File: config.mk
export PLATFORM = sky130hd
export DESIGN_NAME = password_check_fsm
export DESIGN_NICKNAME = d
export VERILOG_FILES = /design/src/rtl/password_pkg.sv /design/src/rtl/password_check_fsm_timer.sv /design/src/rtl/password_check_fsm.sv
export SDC_FILE = /design/constraint.sdc
export NUM_CORES = 1
export LEC_CHECK = 0
export ABC_AREA = 1
export CORE_MARGIN = 2
export CORE_UTILIZATION = 55
export DETAILED_ROUTE_END_ITERATION = 6
export GPL_TIMING_DRIVEN = 0
export PLACE_DENSITY = 0.79
export SLEW_MARGIN = 20
export SYNTH_ARGS = -nofsm -noshare
export SYNTH_HDL_FRONTEND = slang
export SYNTH_HIERARCHICAL = 1
export SYNTH_SLANG_ARGS = --single-unit
File: constraint.sdc
create_clock -name clk -period 3.4 [get_ports clk]
set_clock_uncertainty 0.1 [all_clocks]
set_input_delay 0.68 -clock clk [delete_from_list [all_inputs] [get_ports clk]]
set_output_delay 0.68 -clock clk [all_outputs]
set_load 0.02 [all_outputs]
File: src/rtl/password_pkg.sv
// Shared types, display codes and digit-to-segment-code helper for the
// password checker. MASK_DIGITS_EN shows entered digits as STAR codes.
package password_pkg;

  typedef enum logic [2:0] {
    IDLE,
    ENTRY,
    CHECK,
    UNLOCKED,
    LOCKOUT
  } state_t;

  localparam logic [4:0] BLANK = 5'h1F;
  localparam logic [4:0] DASH  = 5'h10;
  localparam logic [4:0] OPEN  = 5'h11;
  localparam logic [4:0] ERR   = 5'h12;
  localparam logic [4:0] STAR  = 5'h13;

`ifdef MASK_DIGITS_EN
  localparam bit MASK = 1'b1;
`else
  localparam bit MASK = 1'b0;
`endif

  function automatic logic [4:0] digit_code(
    input logic [3:0] d
  );
    return MASK ? STAR : {1'b0, d};
  endfunction

endpackage

File: src/rtl/password_check_fsm_timer.sv
// cycle_timer: loadable down-counter, holds at zero.
// Ports: clk, reset, load, load_val -> done (count == 0).
module cycle_timer #(
  parameter int W = 28
) (
  input  logic         clk,
  input  logic         reset,
  input  logic         load,
  input  logic [W-1:0] load_val,
  output logic         done
);

  logic [W-1:0] count;

  always_ff @(posedge clk or posedge reset) begin
    if (reset) begin
      count <= '0;
    end else if (load) begin
      count <= load_val;
    end else if (count != '0) begin
      count <= count - 1'b1;
    end
  end

  assign done = (count == '0);

endmodule

File: src/rtl/password_check_fsm.sv
// Collects a code one digit per enter pulse, compares it with stored_pw and
// drives unlock/fail/lockout status plus a 4 x 5-bit display word.
// Ports: clk, reset, enter_pulse, digit_in, stored_pw, pw_valid ->
//   unlocked, fail, locked_out, tries, entry_idx, disp_code.
// Build option: MASK_DIGITS_EN shows entered digits as STAR.
module password_check_fsm
  import password_pkg::*;
#(
  parameter int NUM_DIGITS     = 4,
  parameter int DIGIT_W        = 4,
  parameter int MAX_TRIES      = 3,
  parameter int UNLOCK_CYCLES  = 50_000_000,
  parameter int LOCKOUT_CYCLES = 250_000_000
) (
  input  logic                          clk,
  input  logic                          reset,
  input  logic                          enter_pulse,
  input  logic [DIGIT_W-1:0]            digit_in,
  input  logic [NUM_DIGITS*DIGIT_W-1:0] stored_pw,
  input  logic                          pw_valid,
  output logic                          unlocked,
  output logic                          fail,
  output logic                          locked_out,
  output logic [1:0]                    tries,
  output logic [1:0]                    entry_idx,
  output logic [5*NUM_DIGITS-1:0]       disp_code
);

  localparam int TW = $clog2(LOCKOUT_CYCLES);

  state_t state_q, state_d;

  // Slot 0 lives in the top digit so the buffer lines up with stored_pw.
  logic [NUM_DIGITS-1:0][DIGIT_W-1:0] entry_buf, buf_d;

  logic [1:0]              idx_d;
  logic [1:0]              tries_d;
  logic [1:0]              tries_inc;
  logic                    fail_d;
  logic                    match;
  logic                    t_load;
  logic [TW-1:0]           t_val;
  logic                    t_done;
  logic [5*NUM_DIGITS-1:0] disp_d;

  cycle_timer #(
    .W(TW)
  ) u_timer (
    .clk      (clk),
    .reset    (reset),
    .load     (t_load),
    .load_val (t_val),
    .done     (t_done)
  );

  assign match = (entry_buf == stored_pw);

  // Saturating increment so tries never wraps past MAX_TRIES.
  assign tries_inc = (tries == 2'(MAX_TRIES)) ? tries : tries + 2'd1;

  always_comb begin
    state_d = state_q;
    buf_d   = entry_buf;
    idx_d   = entry_idx;
    tries_d = tries;
    fail_d  = 1'b0;
    t_load  = 1'b0;
    t_val   = '0;
    unique case (state_q)
      IDLE: begin
        if (enter_pulse && pw_valid) begin
          buf_d[NUM_DIGITS-1] = digit_in;
          idx_d   = 2'd1;
          state_d = ENTRY;
        end
      end
      ENTRY: begin
        if (!pw_valid) begin
          buf_d   = '0;
          idx_d   = 2'd0;
          state_d = IDLE;
        end else if (enter_pulse) begin
          for (int i = 0; i < NUM_DIGITS; i++) begin
            if (int'(entry_idx) == i) begin
              buf_d[NUM_DIGITS-1-i] = digit_in;
            end
          end
          idx_d = entry_idx + 2'd1;
          if (int'(entry_idx) == NUM_DIGITS - 1) begin
            state_d = CHECK;
          end
        end
      end
      CHECK: begin
        buf_d = '0;
        idx_d = 2'd0;
        if (!pw_valid) begin
          state_d = IDLE;
        end else if (match) begin
          state_d = UNLOCKED;
          tries_d = 2'd0;
          t_load  = 1'b1;
          t_val   = TW'(UNLOCK_CYCLES - 1);
        end else begin
          fail_d  = 1'b1;
          tries_d = tries_inc;
          if (tries_inc == 2'(MAX_TRIES)) begin
            state_d = LOCKOUT;
            t_load  = 1'b1;
            t_val   = TW'(LOCKOUT_CYCLES - 1);
          end else begin
            state_d = IDLE;
          end
        end
      end
      UNLOCKED: begin
        if (t_done) begin
          state_d = IDLE;
        end
      end
      LOCKOUT: begin
        if (t_done) begin
          state_d = IDLE;
          tries_d = 2'd0;
        end
      end
      default: state_d = IDLE;
    endcase
  end

  // Display follows the current (registered) state, so it lags by a cycle.
  always_comb begin
    disp_d = '0;
    for (int i = 0; i < NUM_DIGITS; i++) begin
      unique case (state_q)
        IDLE:     disp_d[5*(NUM_DIGITS-1-i) +: 5] = DASH;
        ENTRY: begin
          if (i < int'(entry_idx)) begin
            disp_d[5*(NUM_DIGITS-1-i) +: 5] =
              digit_code(4'(entry_buf[NUM_DIGITS-1-i]));
          end else begin
            disp_d[5*(NUM_DIGITS-1-i) +: 5] = DASH;
          end
        end
        CHECK: begin
          disp_d[5*(NUM_DIGITS-1-i) +: 5] =
            digit_code(4'(entry_buf[NUM_DIGITS-1-i]));
        end
        UNLOCKED: disp_d[5*(NUM_DIGITS-1-i) +: 5] = OPEN;
        LOCKOUT:  disp_d[5*(NUM_DIGITS-1-i) +: 5] = ERR;
        default:  disp_d[5*(NUM_DIGITS-1-i) +: 5] = BLANK;
      endcase
    end
  end

  always_ff @(posedge clk or posedge reset) begin
    if (reset) begin
      state_q    <= IDLE;
      entry_buf  <= '0;
      entry_idx  <= 2'd0;
      tries      <= 2'd0;
      fail       <= 1'b0;
      unlocked   <= 1'b0;
      locked_out <= 1'b0;
      disp_code  <= {NUM_DIGITS{BLANK}};
    end else begin
      state_q    <= state_d;
      entry_buf  <= buf_d;
      entry_idx  <= idx_d;
      tries      <= tries_d;
      fail       <= fail_d;
      unlocked   <= (state_d == UNLOCKED);
      locked_out <= (state_d == LOCKOUT);
      disp_code  <= disp_d;
    end
  end

endmodule

==> summary.md <==
| Metric | Value |
|---|---|
| Worst Path Buf+Inv | 4 |
| Slowest cell on crit path | clkdlybuf4s50_1 |
| Critical Path Fanout Max | 10 |
| Met1 WL | 4.22 mm |
| Maximum VDD drop | 0.000290 V |
| Root buf cell | clkbuf_8 |
| Antenna-violating nets left | 0 |
| Sink Count | 74 |
| Period Utilization, post-route | 0.880 |
| Post-DP HPWL | 7.85 mm |
| Count of cell types in the netlist | 33 |
| Sequential-to-total area share from yosys stat | 0.446 |
| Cell area power density | 573 mW/mm^2 |
| Setup bufs post-CTS | 0 |
| Hold_buf cts | 0 |
| Starting Density | 0.573 |
| Vias/cell | 5.18 |
| DR WL met2 | 5.38 mm |
| N_diodes | 0 |
| Filler instances | 614 |
| Max clock buf depth | 2 |
| Actual slew at the worst max-slew pin | 0.608 ns |
| Clk pin slew, worst setup/hold paths | 0.08 ns |
| Final core occ | 0.692 |
| # resized after CTS | 0 |
| Row cnt | 31 |
| Worst slew margin | 0.594 |
| Global-route wire length before repair | 17.6 mm |
| Synthesized flop and latch total | 74 |
| Signal arrival time at the worst endpoint | 3.18 ns |
| Gr usage total | 0.264 |
| Chip width | 91.4 microns |
| Levels on crit path | 13 |
| # port buffers | 50 |
| Worst-path cell chain | clkdlybuf4s50_1 > inv_1 > nand2_1 > nand2_1 > nor2_1 > nand2_1 > nor2_1 > nand3_1 > o21ai_2 > buf_2 > clkbuf_1 > nand2_1 > nand2_1 |
| Largest net degree at the start of global routing | 30 |
| Endpoints failing hold | 0 |
| CTS buffer count | 9 |
| Length in cells of the worst reg-to-reg path | 11 |
| Nets | 684 |
| WP data required | 3.59 ns |
| Remaining DRCs | 0 |
| Synthesis Warnings | 6 |
| Critical Path End Type | flop |
| Met3 routed WL | 471 microns |
| Cells on Worst Hold Path | 2 |
| CP peak stage delay | 0.48 ns |
| Most Frequent Cell on Critical Path | nand2_1 |
| Synthesis-to-layout area growth | 20.7% |
| Max Slew Vio Count | 0 |
| H-tree depth | 3 |
| Initial antenna violation count | 0 |
| LEAKAGE | 0.00267 uW |
| Mapped cell area | 0.00420 sq mm |
| Uppermost layer routed | met4 |
| Routed WL | 10.3 mm |
| Min-Delay Path Class | flop to flop |
| FMAX | 0.334 GHz |
| # placed instances | 742 |
| Share of cells above drive strength 1 | 0.109 |
| Worst setup SP type | input pin |
| Max-Cap Viols | 0 |
| Status | completed |
| RSZ-0062 raised after global routing | false |
| Vias in the first global route | 3,960 |
| Ports | 51 |
| TritonCTS clock tree | yes |
| Die Y | 91.4 microns |
| Final Wtd Congestion | 0.936 |
| DRT iter0 DRCs | 237 |
| DIE AREA | 0.00836 sq mm |
| Routed WL per cell | 13.6 microns |
| Drt pass-1 iters | 5 |
| Setup CP Type | input pin to flop |
| Finished Layout Cells | 758 |
| Final min period | 2.99 ns |
| Synth Instances | 586 |
| CP top delay family | buffers and inverters |
| Endpoints failing setup | 0 |
| Worst skew pair latency | 0.35 ns |
| DR vias | 3,925 |
| Avg Inst Size Synth | 7.17 sq um |
| Grt ovf | 0 |
| Core Box Area | 0.00733 sq mm |
worst register-to-register path, delay by kind of cell (launching register included):
| family | cells | cell delay [ns] |
|---|---|---|
| AO/OA/AOI/OAI | 1 | 0.28 |
| AND/OR/NAND/NOR | 6 | 0.81 |
| buffers and inverters | 4 | 1.03 |
| flip-flops | 1 | 0.39 |
where the power goes:
part           internal, uW  leakage, uW  switching (uW)
Clock                   337    0.0000954             341
Sequential             1030     0.000929             129
Combinational           366      0.00165             706
Total                  1730      0.00267            1180
routing by layer:
metal | track usage | up-vias
li1 | - | 1942
met1 | 0.298 | 1850
met4 | 0.111 | 0
met2 | 0.479 | 104
met3 | 0.0531 | 29
met5 | 0 | -
metrics by stage:
step	area, sq um	TNS [ns]	worst slack (ns)	total power (uW)	hold slack, ns
finish	5070	0	0.407	2910	0.420
global route	5070	0	0.181	3110	0.440
CTS	5070	0	0.444	2910	0.424
detailed placement	4880	0	0.0468	2220	0.404
global placement	4850	-23.91	-1.16	2170	0.395
floorplan	4220	0	0.461	1930	0.381
sequential cells by signal (all words and copies together), names as in the netlist, 2 cells and up:
name	count
entry_idx	2
tries	2
disp_code	20
state_q	3
entry_buf	16
u_timer/count	28
cell usage in the layout, fill, tap and decap left out, drive strengths merged, types with 2 or more instances in the layout:
cell type / instances
nor2: 79
xor2: 6
o211ai: 2
nand3: 34
clkdlybuf4s50: 50
inv: 86
clkinvlp: 2
nor3: 3
conb: 6
clkinv: 3
a21oi: 8
dfrtp: 54
nand2: 217
ha: 6
buf: 4
clkbuf: 12
o21ai: 52
dfstp: 20
nand4: 8
cells in the mapped netlist:
| cell | instances | area share |
|---|---|---|
| a21o_1 | 1 | 0.0018 |
| a21oi_1 | 8 | 0.0095 |
| a22oi_1 | 1 | 0.0018 |
| buf_2 | 1 | 0.0012 |
| buf_6 | 1 | 0.0027 |
| clkbuf_1 | 3 | 0.0027 |
| conb_1 | 1 | 0.00089 |
| dfrtp_1 | 54 | 0.32 |
| dfstp_2 | 20 | 0.12 |
| ha_1 | 6 | 0.018 |
| inv_1 | 83 | 0.074 |
| inv_2 | 2 | 0.0018 |
| mux2i_1 | 1 | 0.0024 |
| nand2_1 | 208 | 0.19 |
| nand2_2 | 3 | 0.0045 |
| nand2_4 | 6 | 0.016 |
| nand3_1 | 32 | 0.038 |
| nand3_2 | 1 | 0.0024 |
| nand3_4 | 1 | 0.0042 |
| nand3b_1 | 1 | 0.0018 |
| nand4_1 | 8 | 0.012 |
| nor2_1 | 68 | 0.061 |
| nor2_2 | 7 | 0.010 |
| nor2_4 | 4 | 0.011 |
| nor3_1 | 2 | 0.0024 |
| nor3_4 | 1 | 0.0039 |
| o211ai_1 | 2 | 0.0036 |
| o21ai_0 | 31 | 0.037 |
| o21ai_1 | 18 | 0.021 |
| o21ai_2 | 3 | 0.0063 |
| or2_2 | 1 | 0.0015 |
| xnor2_1 | 1 | 0.0021 |
| xor2_1 | 6 | 0.012 |
worst paths after layout:
| kind | startpoint | endpoint | slack, ns |
|---|---|---|---|
| max | stored_pw[8] | u_timer/count[18] | 0.41 |
| min | entry_buf[5] | entry_buf[5] | 0.42 |
| max reg2reg | state_q[0] | u_timer/count[18] | 0.72 |
| min reg2reg | entry_buf[5] | entry_buf[5] | 0.42 |
| max in group asynchronous | reset | disp_code[10] | 2.06 |
| min in group asynchronous | reset | state_q[1] | 0.59 |
kinds of logic (layout without fill, tap and decap cells):
group,count (synthesis),in the layout,share of synthesized area
buffers and inverters,90,158,0.0824
and+or+nand+nor,343,343,0.354
other,1,6,0.000892
AOI/OAI and AO/OA,64,64,0.0813
muxes,1,1,0.00238
xor gates and xnor gates,7,7,0.0146
adders and majority gates,6,6,0.0179
DFF,74,74,0.446
cell type report:
cell class | instances | area (sq um) | area share
timing repair buffer | 52 | 532 | 0.105
multi-input combinational | 427 | 2000 | 0.395
clock buffer | 9 | 124 | 0.0244
sequential | 74 | 1880 | 0.370
tap | 99 | 124 | 0.0244
buffer | 5 | 27.5 | 0.00542
clock inverter | 7 | 68.8 | 0.0136
inverter | 85 | 319 | 0.0629
Note: power is estimated with default switching activity, not from simulation.
